**config.mk**
```make
export PLATFORM = sky130hd
export DESIGN_NAME = fft8_ctrl_agu
export DESIGN_NICKNAME = d
export VERILOG_FILES = /design/src/rtl/fft8_ctrl_agu.sv
export SDC_FILE = /design/constraint.sdc
export NUM_CORES = 1
export LEC_CHECK = 0
export CORE_MARGIN = 10
export CORE_UTILIZATION = 50
export CTS_BUF_LIST = sky130_fd_sc_hd__clkbuf_8 sky130_fd_sc_hd__clkbuf_16
export CTS_CLUSTER_DIAMETER = 100
export CTS_CLUSTER_SIZE = 28
export DETAILED_ROUTE_END_ITERATION = 16
export PLACE_DENSITY = 0.87
export SYNTH_ARGS = -nofsm -noshare
export SYNTH_HDL_FRONTEND = slang
export SYNTH_SLANG_ARGS = --single-unit
```
**constraint.sdc**
```tcl
create_clock -name clk -period 3.9 [get_ports clk]
set_input_delay 0.975 -clock clk [delete_from_list [all_inputs] [get_ports clk]]
set_output_delay 0.975 -clock clk [all_outputs]
set_load 0.05 [all_outputs]
```
**src/rtl/fft8_ctrl_agu.sv**
```systemverilog
// fft8_ctrl_agu: sequencer and address generator for an in-place 8-point
// radix-2 DIT FFT data RAM. Waits for the bit-reversed RAM load, runs 12
// butterflies (read, BF_LAT-cycle pipeline wait, write-back), then sweeps the
// RAM in natural order so downstream logic can unload the result bins.
// Optional build macro FFT8_AGU_PERF_EN adds a saturating 12-bit busy-cycle
// counter output cycle_cnt.
module fft8_ctrl_agu #(
  parameter int N      = 8,  // FFT points; only 8 is supported
  parameter int LOG2N  = 3,  // RAM address width
  parameter int BF_LAT = 4   // butterfly pipeline depth, 1..15
) (
  input  logic             clk,
  input  logic             rst,
  input  logic             initial_flag,
  input  logic             start,
  output logic             rd_en,
  output logic [LOG2N-1:0] rd_add1,
  output logic [LOG2N-1:0] rd_add2,
  output logic             wr_en,
  output logic [LOG2N-1:0] wr_add1,
  output logic [LOG2N-1:0] wr_add2,
  output logic [1:0]       tw_idx,
  output logic [1:0]       stage,
  output logic [LOG2N-1:0] read_addr,
  output logic             out_valid,
  output logic [LOG2N-1:0] out_idx,
  output logic             busy,
`ifdef FFT8_AGU_PERF_EN
  output logic [11:0]      cycle_cnt,
`endif
  output logic             done
);

  typedef logic [LOG2N-1:0] addr_t;

  typedef enum logic [2:0] {
    IDLE,
    WAIT_INIT,
    READ,
    CALC,
    WRITE,
    UNLOAD,
    FLUSH,
    DONE
  } state_t;

  // Operand addresses and twiddle index for one butterfly.
  typedef struct packed {
    addr_t     a1;
    addr_t     a2;
    logic [1:0] tw;
  } bf_addr_t;

  localparam addr_t      LAST_ADDR = addr_t'(N - 1);
  localparam logic [3:0] CALC_LAST = 4'(BF_LAT - 1);

  // Butterfly b of stage s: span h = 1<<s, group base (b>>s)*2h, offset b&(h-1).
  function automatic bf_addr_t bf_addr(input logic [1:0] b, input logic [1:0] s);
    addr_t    h;
    addr_t    lo;
    bf_addr_t r;
    h    = addr_t'(1) << s;
    lo   = {1'b0, b} & (h - addr_t'(1));
    r.a1 = (({1'b0, b} >> s) << (s + 2'd1)) | lo;
    r.a2 = r.a1 + h;
    r.tw = 2'(lo << (2'd2 - s));
    return r;
  endfunction

  state_t     state_q;
  logic [1:0] b_q, s_q;
  logic [1:0] b_d, s_d;
  logic [3:0] calc_cnt_q;
  logic       rd_en_q, wr_en_q, busy_q, done_q;
  addr_t      rd_add1_q, rd_add2_q, wr_add1_q, wr_add2_q, read_addr_q;
  logic [1:0] tw_idx_q;
  logic       out_valid_q;
  addr_t      out_idx_q;
  logic       last_bf;
  bf_addr_t   first_bf, next_bf;

  // Butterfly counter advance: b wraps 3->0 and carries into the stage.
  always_comb begin
    // NOTE: every always_comb output gets a default first so no path leaves it unassigned and infers a latch.
    b_d      = b_q + 2'd1;
    s_d      = s_q;
    if (b_q == 2'd3) s_d = s_q + 2'd1;
    last_bf  = (b_q == 2'd3) && (s_q == 2'd2);
    first_bf = bf_addr(b_q, s_q);
    next_bf  = bf_addr(b_d, s_d);
  end

  // Main sequencer: state, counters and all registered strobes/addresses.
  always_ff @(posedge clk or negedge rst) begin
    if (!rst) begin
      state_q     <= IDLE;
      b_q         <= '0;
      s_q         <= '0;
      calc_cnt_q  <= '0;
      rd_en_q     <= 1'b0;
      wr_en_q     <= 1'b0;
      busy_q      <= 1'b0;
      done_q      <= 1'b0;
      rd_add1_q   <= '0;
      rd_add2_q   <= '0;
      wr_add1_q   <= '0;
      wr_add2_q   <= '0;
      tw_idx_q    <= '0;
      read_addr_q <= '0;
    end else begin
      // NOTE: state uses non-blocking assignments so every register samples pre-edge values, like real flops.
      rd_en_q <= 1'b0;
      wr_en_q <= 1'b0;
      done_q  <= 1'b0;
      unique case (state_q)
        IDLE: begin
          if (start) begin
            state_q <= WAIT_INIT;
            busy_q  <= 1'b1;
            b_q     <= '0;
            s_q     <= '0;
          end
        end
        WAIT_INIT: begin
          if (initial_flag) begin
            state_q   <= READ;
            rd_en_q   <= 1'b1;
            rd_add1_q <= first_bf.a1;
            rd_add2_q <= first_bf.a2;
            tw_idx_q  <= first_bf.tw;
          end
        end
        READ: begin
          state_q    <= CALC;
          calc_cnt_q <= CALC_LAST;
        end
        CALC: begin
          if (calc_cnt_q == 4'd0) begin
            state_q   <= WRITE;
            wr_en_q   <= 1'b1;
            wr_add1_q <= rd_add1_q;
            wr_add2_q <= rd_add2_q;
          end else begin
            calc_cnt_q <= calc_cnt_q - 4'd1;
          end
        end
        WRITE: begin
          if (last_bf) begin
            state_q     <= UNLOAD;
            rd_en_q     <= 1'b1;
            read_addr_q <= '0;
            rd_add1_q   <= '0;
            rd_add2_q   <= '0;
            tw_idx_q    <= '0;
            b_q         <= '0;
            s_q         <= '0;
          end else begin
            state_q   <= READ;
            rd_en_q   <= 1'b1;
            b_q       <= b_d;
            s_q       <= s_d;
            rd_add1_q <= next_bf.a1;
            rd_add2_q <= next_bf.a2;
            tw_idx_q  <= next_bf.tw;
          end
        end
        UNLOAD: begin
          if (read_addr_q == LAST_ADDR) begin
            state_q <= FLUSH;
          end else begin
            rd_en_q     <= 1'b1;
            read_addr_q <= read_addr_q + addr_t'(1);
          end
        end
        FLUSH: begin
          state_q <= DONE;
          done_q  <= 1'b1;
          busy_q  <= 1'b0;
        end
        DONE: begin
          state_q <= IDLE;
        end
        default: state_q <= IDLE;
      endcase
    end
  end

  // RAM read data appears one cycle after an unload read; tag it with its bin.
  always_ff @(posedge clk or negedge rst) begin
    if (!rst) begin
      out_valid_q <= 1'b0;
      out_idx_q   <= '0;
    end else begin
      out_valid_q <= (state_q == UNLOAD);
      out_idx_q   <= read_addr_q;
    end
  end

`ifdef FFT8_AGU_PERF_EN
  logic [11:0] cycle_cnt_q;

  // Busy-cycle counter: cleared on accepted start, saturating, frozen once busy drops.
  always_ff @(posedge clk or negedge rst) begin
    if (!rst) begin
      cycle_cnt_q <= '0;
    end else if (state_q == IDLE && start) begin
      cycle_cnt_q <= '0;
    end else if (busy_q && cycle_cnt_q != 12'hFFF) begin
      cycle_cnt_q <= cycle_cnt_q + 12'd1;
    end
  end

  assign cycle_cnt = cycle_cnt_q;
`endif

  assign rd_en     = rd_en_q;
  assign rd_add1   = rd_add1_q;
  assign rd_add2   = rd_add2_q;
  assign wr_en     = wr_en_q;
  assign wr_add1   = wr_add1_q;
  assign wr_add2   = wr_add2_q;
  assign tw_idx    = tw_idx_q;
  assign stage     = s_q;
  assign read_addr = read_addr_q;
  assign out_valid = out_valid_q;
  assign out_idx   = out_idx_q;
  assign busy      = busy_q;
  assign done      = done_q;

endmodule

```
==> flow_summary.toml <==
[logic_synthesis]
synth.ff_latch_count = 36
synth_area_per_cell_um2 = 10.3
synth_fa_ha_area_share_pct = 8.63
ys.flop_type = "dfrtp_1"
synth_compound_area_share_pct = 17.0
synth_top_family_by_area = "compound AO/OA/AOI/OAI gates"
async_flop_share_pct = 100
ys_seq_area_share_pct = 43.7
synth_edf_count = 0
netlist_area_um2 = 2060
yosys.area_share.simple_pct = 16.9
synth_fp_nets = 217
ys.warnings.count = 0
synthCells = 200
yosys.area_share.xor_xnor_pct = 1.70
muxShareOfSynthArea_pct = 6.14
synth_cell_types = 53

[route]
dr_total_vias = 1571
routed_via_density = 5.59
drtIter0Drc = 132
drt-pass1-iter-count = 4
drtAntennaViolNets = 0
drc = 0
drt-total-wl_mm = 4.34
routedWlPerCell_um = 15.4

[sta]
setup_viol = 0
fin_crit_ns = 3.24
hold_viol_final = 0
timing.final.crit_share_pct = 83.0
rsz0062_at_grt = "no"
final.setup.tns_ns = 0
drv_slew = 0
max_freq_ghz = 0.309
finalClockSkew_ns = 0.00855
worstMarginPinSlew_ns = 0.539
relSlewSlack_pct = 63.9

[floorplanning]
die_area_um2 = 7090
core_um2 = 4000
core.rowCount = 23
die_w_um = 84.2
pin_count = 31
die_h_um = 84.2
initial_utilization_pct = 51.5

[clock_tree]
cts_sinks = 36
cts_tree = "yes"
htree_levels = 2
postCtsSetupBuffers = 0
holdBufCountCts = 0
clock_latency_ns = 0.29
cts_buffer_depth = 2
cts.repair.resized = 0
cts_root_buffer = "clkbuf_8"
path_clk_slew_ns = 0.08
cts_made_buffers = 5

[final_layout]
drive_above_1_share_pct = 10.4
diodes = 0
area_growth_pct = 20.9
fin_nets = 247

[grt]
grt_start_max_net_pins = 37
grt_pass1_wl_mm = 7.97
grt-ovfl-total = 0
grt_pass1_vias = 1623
grt_usage_pct = 13.3
grt_antenna_before_repair = 0

[flow_run]
drv_cap = 0

[setup_path]
crit_path_end_kind = "flop"
crit_type = "flop to flop"
cp_max_fo = 9
crit_arrival_ns = 3.40
rr_worst_depth = 11
required_ns = 4.07
worst_setup_path_start_kind = "flop"

[hold_path]
min_path_type = "flop to flop"
holdPathStages = 0

[placement]
detailedPlacementHpwl_mm = 3.27
port_buffers = 30
gp_congestion = 0.892

[status]
outcome = "finished, final reports clean"
## flip-flops by register name (all words and copies together) (netlist names)
signal / cells
read_addr: 3
done: 1
stage: 2
b_q: 2
rd_add1: 3
wr_en: 1
calc_cnt_q: 4
rd_add2: 3
tw_idx: 2
out_valid: 1
out_idx: 3
wr_add1: 3
rd_en: 1
wr_add2: 3
state_q: 3
busy: 1
## layout by cell type, fill, tap and decap left out, drive strengths merged, types with 2 or more instances in the layout
master and n:
a21oi 12, a22o 3, a22oi 4, a31oi 4, and2 2, and3 3
buf 2, clkbuf 5, clkdlybuf4s50 30, dfrtp 36, fa 2, ha 11
inv 19, mux2 8, nand2 9, nand2b 4, nand3 6, nand3b 3
nor2 14, nor2b 4, nor3 2, nor3b 2, nor4 3, o211ai 3
o21a 2, o21ai 11, o22ai 2, o31ai 2, or3b 2, xor2 3
## cell families after synthesis
| group | count (synthesis) |
|---|---|
| AOI/OAI and AO/OA | 51 |
| and+or+nand+nor | 60 |
| adders and majority gates | 13 |
| buffers and inverters | 27 |
| DFF | 36 |
| xor gates and xnor gates | 4 |
| muxes | 9 |
## final timing paths
kind,slack [ns],to,start
setup / recovery,0.66,rd_add2[2],stage[0]
hold / removal,0.44,out_idx[0],read_addr[0]
setup reg to reg,0.66,rd_add2[2],stage[0]
hold reg to reg,0.44,out_idx[0],read_addr[0]
max in group asynchronous,2.49,calc_cnt_q[3],rst
min in group asynchronous,1.09,rd_add2[0],rst
## routing by layer
layer | vias to the layer above | global-route usage (%) | share of wire (%)
li1 | 780 | - | -
met1 | 741 | 16.4 | 44
met2 | 39 | 21.0 | 47
met4 | 0 | 6.85 | 3.1
met5 | - | 0 | 0
met3 | 11 | 3.48 | 5.9
## final cells by class
type | instances | area, um^2
Timing Repair Buffer | 32 | 315
Inverter | 18 | 67.6
Fill cell | 331 | 1510
Sequential cell | 36 | 901
Clock inverter | 3 | 38.8
Multi-Input combinational cell | 137 | 1040
Tap cell | 50 | 62.6
Clock buffer | 5 | 68.8
## worst max-delay path, cell delays in order, from the launching register on
cell and delay [ns]:
dfrtp_1 0.53, inv_1 0.15, ha_1 0.40, mux2i_2 0.38, inv_1 0.17, ha_1 0.26
nor4_1 0.37, nor2_1 0.11, fa_1 0.43, nand3_1 0.09, o32a_1 0.14, nand3_1 0.08
## Yosys cell counts, types with 2 or more instances
master	count	area, um^2
a21oi_1	10	50.1
nand2b_1	4	25.0
or3b_1	2	17.5
xor2_1	3	26.3
a31oi_1	4	25.0
buf_4	2	15.0
mux2_2	2	22.5
nor2b_1	4	25.0
o211ai_1	3	22.5
inv_1	18	67.6
nor2_1	14	52.6
and3_1	3	18.8
o21a_1	2	15.0
dfrtp_1	36	901
o21ai_0	11	55.1
buf_2	4	20.0
nor4_1	3	18.8
fa_1	2	40.0
o31ai_1	2	15.0
a22oi_1	4	30.0
o22ai_1	2	12.5
mux2_4	6	90.1
nor3_1	2	10.0
ha_1	11	138
a22o_1	3	26.3
nand3b_1	3	22.5
nand3_1	6	30.0
nand2_1	8	30.0
and2_1	2	12.5
## through the flow
stage	hold WS [ns]	utilization (%)	cell area, um^2	cells	setup WS, ns
floorplan	0.527	-	2060	200	0.700
global placement	0.424	59.6	2380	273	0.904
detailed placement	0.430	59.6	2380	273	0.767
CTS	0.450	62.2	2490	281	0.729
global route	0.469	62.2	2490	281	0.354
finish	0.443	62.2	2490	281	0.664
Power is not shown: default switching activity piles up to over one toggle a cycle in this logic, so the estimate is an artifact.
